[src/rtl/rd_adc_pkg.sv]
// Shared definitions for the ADC serial link: PISO transmitter, SIPO capture and ADC control.
package rd_adc_pkg;

  // Default conversion word length, shared by every block on the link
  localparam int unsigned ADC_WIDTH = 10;

  // Transmitter FSM encoding (kept as plain constants for legacy users)
  localparam logic [1:0] IDLE  = 2'd0;
  localparam logic [1:0] SHIFT = 2'd1;
  localparam logic [1:0] DONE  = 2'd2;

endpackage

[src/rtl/rd_piso_tx.sv]
// Parallel-in serial-out transmitter: takes one word on Load, shifts it out one bit per CLK
// qualified by SerEn, then pulses Done for one cycle before returning to idle.
module rd_piso_tx
  import rd_adc_pkg::*;
#(
  parameter int unsigned WIDTH      = ADC_WIDTH,
  parameter bit          MSB_FIRST  = 1'b1,
  parameter logic        IDLE_LEVEL = 1'b0
) (
  input  logic             CLK,
  input  logic             CLRbar,
  input  logic [WIDTH-1:0] Din,
  input  logic             Load,
  output logic             Ready,
  output logic             SerOut,
  output logic             SerEn,
  output logic             Busy,
  output logic             Done
);

  localparam int unsigned CntW = $clog2(WIDTH);

  logic [1:0]       state_q, state_d;
  logic [WIDTH-1:0] shreg_q, shreg_d;
  logic [CntW-1:0]  cnt_q, cnt_d;
  logic             ser_bit;

  // Next-state: capture on Load in IDLE, shift toward the output end while counting down
  always_comb begin
    state_d = state_q;
    shreg_d = shreg_q;
    cnt_d   = cnt_q;
    case (state_q)
      IDLE: begin
        if (Load) begin
          shreg_d = Din;
          cnt_d   = CntW'(WIDTH - 1);
          state_d = SHIFT;
        end
      end
      SHIFT: begin
        shreg_d = MSB_FIRST ? {shreg_q[WIDTH-2:0], 1'b0} : {1'b0, shreg_q[WIDTH-1:1]};
        // Leave SHIFT at zero so the counter never wraps
        if (cnt_q == '0) begin
          state_d = DONE;
        end else begin
          cnt_d = cnt_q - CntW'(1);
        end
      end
      DONE:    state_d = IDLE;
      default: state_d = IDLE;
    endcase
  end

  // State registers; CLRbar is an active-high synchronous clear that overrides Load
  always_ff @(posedge CLK) begin
    if (CLRbar) begin
      state_q <= IDLE;
      shreg_q <= '0;
      cnt_q   <= '0;
    end else begin
      state_q <= state_d;
      shreg_q <= shreg_d;
      cnt_q   <= cnt_d;
    end
  end

  // Outputs decode from registered state only; SerOut never sees Din combinationally
  always_comb begin
    ser_bit = MSB_FIRST ? shreg_q[WIDTH-1] : shreg_q[0];
    Ready   = (state_q == IDLE);
    Busy    = !Ready;
    SerEn   = (state_q == SHIFT);
    Done    = (state_q == DONE);
    SerOut  = SerEn ? ser_bit : IDLE_LEVEL;
  end

endmodule

[config.mk]
export PLATFORM = sky130hd
export DESIGN_NAME = rd_piso_tx
export DESIGN_NICKNAME = d
export VERILOG_FILES = /design/src/rtl/rd_adc_pkg.sv /design/src/rtl/rd_piso_tx.sv
export SDC_FILE = /design/constraint.sdc
export NUM_CORES = 1
export LEC_CHECK = 0
export BUFFER_PORTS_ARGS = -buffer_cell sky130_fd_sc_hd__buf_2
export CORE_UTILIZATION = 40
export CTS_BUF_LIST = sky130_fd_sc_hd__clkbuf_4 sky130_fd_sc_hd__clkbuf_8
export DETAILED_ROUTE_END_ITERATION = 12
export PLACE_DENSITY_LB_ADDON = 0.12
export SYNTH_ARGS = -nofsm -noshare
export SYNTH_HDL_FRONTEND = slang
export SYNTH_SLANG_ARGS = --single-unit
[constraint.sdc]
create_clock -name CLK -period 1.6 [get_ports CLK]
set_input_delay 0.08 -clock CLK [delete_from_list [all_inputs] [get_ports CLK]]
set_output_delay 0.08 -clock CLK [all_outputs]
set_load 0.01 [all_outputs]
# Word level (Yosys, flattened, before mapping)

Cells that the tools add are included.

Register bits after elaboration: 16
Input bits: 13
Word-level logic and storage cells: 25

Add/sub/neg operators: 1
Equal/unequal tests: 5
Muxes and demuxes: 9
Reduce and logical (&&, ||, !) cells: 7

Operator list:

| operator                                               | number |
|---|---|
| case mux 10 bit (2 select lines)                       | 1 |
| 2-to-1 mux 10 bit                                      | 1 |
| 2-to-1 mux 4 bit                                       | 2 |
| case mux 4 bit (2 select lines)                        | 1 |
| logical NOT 4 bit                                      | 1 |
| 2-to-1 mux 2 bit                                       | 2 |
| inequality test 2 bit (second input constant)          | 2 |
| case mux 2 bit (2 select lines)                        | 1 |
| AND reduction 2 bit                                    | 2 |
| subtractor 4 x 1 -> 4 bit (second input constant)      | 1 |
| AND reduction 3 bit                                    | 1 |
| == test 2 x 1 -> 1 bit (second input constant)         | 1 |
| == test 2 bit (second input constant)                  | 1 |
| logical NOT 2 bit                                      | 1 |
| inequality test 2 x 1 -> 1 bit (second input constant) | 1 |
| nonzero test 2 bit                                     | 1 |
| logical NOT 1 bit                                      | 1 |
| 2-to-1 mux 1 bit                                       | 1 |

# Logic depth before layout (Yosys ltp)

Depth after elaboration: 3
Depth in mapped cells: 5
Depth with buffers taken out: 5

# Worst setup path after synthesis

No wires, ideal clock.

Path kind: register to register
Start: reg cnt_q[0]
End: reg cnt_q[1]
Setup time: 0.072 ns
Arrival: 1.346 ns
Path slack: 0.183 ns
Stages on the path, launching flop included: 6
Buffers on the path: 0
Period minus slack after synthesis: 1.417 ns
Cells stage by stage: dfxtp_1 inv_1 ha_1 or3b_4 a21oi_2 mux2i_1

Word-level cells in the longest chain between the ends: 3
Elaborated cells between the ends (all ways): 6
Those cells by class: 1 x add/sub; 1 x eq/ne; 2 x mux; 2 x reduce/logical

RTL lines:

| item                                                                   | line                               | source |
|---|---|---|
| start, declared                                                        | rd_piso_tx.sv:25                   | `logic [CntW-1:0] cnt_q, cnt_d;` |
| start signal, assigned                                                 | rd_piso_tx.sv:64                   | `cnt_q <= cnt_d;` |
| subtractor 4 x 1 -> 4 bit or logical NOT 4 bit (tied branches)         | rd_piso_tx.sv:47, rd_piso_tx.sv:44 |  |
| 2-to-1 mux 4 bit or inequality test 2 bit (tied branches)              | n/a                                |  |
| case mux 4 bit (2 select lines) or AND reduction 3 bit (tied branches) | n/a                                |  |

Parallel ways exist; a longest one is shown, timed or not. The select of a mux whose other input is x is not followed.
A chain may end at the register's enable or synchronous reset.

# Final worst setup path

Start: reg cnt_q[0]
End: reg cnt_q[0]

Same word-level chain as after synthesis.

==> results.toml <==
[status]
status = "complete, no violations"

[clock_network]
clock-sinks = 16
cts_buffers = 3
clkSlewWorstSetupHoldPaths_ns = 0.10
cts_tree = "built"
post_cts_resized = 0
cts_buffer_depth = 2
post_cts_buffers = 0
cts-root-buf = "clkbuf_4"
insertion_delay_ns = 0.29
postCtsHoldBufs = 0
htreeDepth = 1

[worst_hold_path]
hp-start = "Din[0]"
min_path_type = "primary input to flop"
holdPathEnd = "shreg_q[0]"
hold_path_depth = 3

[placement]
place_congestion = 0.670
port_buffers = 17
dp_hpwl_mm = 1.07
placedInstanceArea_um2 = 902

[routing]
first_iter_violations = 13
num_vias = 690
routed_wl_mm = 1.56
via_per_inst = 5.19
route.detailed.drc = 0
antenna_left = 0
firstDrtPassIters = 4
wl_per_cell_um = 11.8

[setup_path]
path_class = "flop to flop"
rrSetupSlack_ns = 0.12
cp_data_required_time_ns = 1.82
r2r_start = "cnt_q[0]"
max_stage_delay_ns = 0.41
cp-end-kind = "flop"
r2r-end = "cnt_q[0]"
cp-start-kind = "flop"
critical_path_arrival_ns = 1.70
reg2reg_depth = 5
crit_chain = "inv_1 -> ha_1 -> or3b_4 -> and3_1 -> a211oi_2"
cp_slowest_cell = "or3b_4"
crit_path_max_fanout = 4

[synth]
synth_area_leaders = "dfxtp_1 (40%), a311oi_2 (11%), nand2_1 (8.9%)"
synth.distinct_cells = 30
yosysTopAreaCell = "dfxtp_1"
synth.top_cell.area_share = 0.400
ys_ff_latch = 16
netlist_instances = 90
synth_area_per_cell_um2 = 8.90
synth_area_um2 = 801
yosysWarnings = 0
synth_fp_nets = 105
yosysSeqAreaShare = 0.400

[timing]
final-max-slew-violation-count = 0
max_clock_freq_mhz = 674
setup-violations-final = 0
period_share = 0.928
rsz0062_at_grt = "no"
min_period_ns = 1.48
hold_violations = 0
worst_clock_skew_ns = 0.00241
slew_headroom = 0.737
tns_ns = 0
worst_pin_slew_ns = 0.393

[global_routing]
gr-total-overflow = 0
grt_pass1_wl_mm = 2.39
grt_max_degree = 21
grt_usage = 0.158
first_global_vias = 551
antenna_found_initial = 0

[final_layout]
nNetsFinal = 124
finalInstanceArea_um2 = 946
postLayoutCoreUtil = 0.525
fillers = 196
area_delta_synth_final_pct = 18.1
drive_gt1_frac = 0.324
antenna_cells = 0

[floorplan]
num_rows = 15
ios = 18
core_region_area_um2 = 1800
die_area_um2 = 2180
die_y_um = 46.7
start_util = 0.444
die_w_um = 46.7

[pwr]
leakagePower_nw = 0.406
powerDensity_nw_per_um2 = 1060
p_total_w = 0.00101
peakVddDrop_uv = 756

[job]
max-cap-violations = 0
-- worst max-delay path, delay by kind of cell (launching register included) --
kind	cells	cell delay [ns]
simple gates	2	0.62
flops	1	0.34
fa+ha+maj	1	0.17
buf+inv	1	0.11
compound gates	1	0.18
-- worst max-delay path by stage --
stage,startpoint,depth (start not counted),endpoint
5_1_grt,cnt_q[0],5,cnt_q[1]
2_1_floorplan,cnt_q[0],5,cnt_q[1]
3_3_place_gp,cnt_q[0],5,cnt_q[1]
4_1_cts,cnt_q[0],5,cnt_q[1]
6_report,cnt_q[0],5,cnt_q[0]
3_5_place_dp,cnt_q[0],5,cnt_q[1]
-- stage by stage --
step	worst slack [ns]	hold WS [ns]	std cells
2_1_floorplan	0.183	0.216	90
3_3_place_gp	0.127	0.338	129
3_5_place_dp	0.0785	0.338	129
4_1_cts	0.0530	0.0369	133
5_1_grt	0.0171	0.0241	133
6_report	0.115	0.0348	133
-- metal layers --
| layer | part of all wire | GRT usage |
|---|---|---|
| met1 | 0.49 | 0.212 |
| met3 | 0.059 | 0.0577 |
| met5 | 0 | 0 |
| met4 | 0.0077 | 0.0514 |
| met2 | 0.44 | 0.236 |
-- where the power goes --
group / switching [W] / internal [W] / total (W)
clock: 0.000135 / 0.000139 / 0.000273
combinational: 0.000143 / 0.000114 / 0.000258
sequential: 0.0000319 / 0.000444 / 0.000476
-- registers in the layout (all words and copies together) (netlist names) --
register and cells:
shreg_q 10, cnt_q 4, state_q 2
-- Yosys cell counts (all sizes together) --
cell	instances
a31oi	1
and3	1
nor3b	1
ha	2
o21ba	1
nor2b	1
and2	1
clkbuf	1
or4b	1
nand2	19
a211oi	2
o41ai	1
a21oi	3
nor3	2
a311oi	9
dfxtp	16
mux2i	1
inv	4
buf	5
nor2	12
o2bb2ai	1
or3	1
nand2b	3
or3b	1
-- layout by cell type, fill, tap and decap left out, types with 2 or more instances in the layout --
| master | count |
|---|---|
| nand2_1 | 19 |
| buf_2 | 17 |
| dfxtp_1 | 16 |
| nor2_1 | 12 |
| a311oi_2 | 6 |
| nand2b_1 | 3 |
| inv_1 | 3 |
| a311oi_1 | 3 |
| clkbuf_4 | 3 |
| buf_4 | 3 |
| a21oi_1 | 2 |
| nor3_1 | 2 |
| ha_1 | 2 |
-- layout make-up --
class,instances,area (µm²),area share
repair buffers,20,108,0.114
clock buffers,4,36.3,0.0384
well taps,25,31.3,0.0331
multi-input cells,64,435,0.460
flip-flops and latches,16,320,0.339
inverters,4,15.0,0.0159
-- logic make-up after synthesis --
family                   Yosys count  share of synthesized area
flip-flops                        16                      0.400
multiplexers                       1                     0.0125
buffers and inverters             10                     0.0656
AO/OA/AOI/OAI                     18                      0.236
AND/OR/NAND/NOR                   43                      0.255
adder cells (fa/ha/maj)            2                     0.0312
Note: power is estimated with default switching activity, not from simulation.
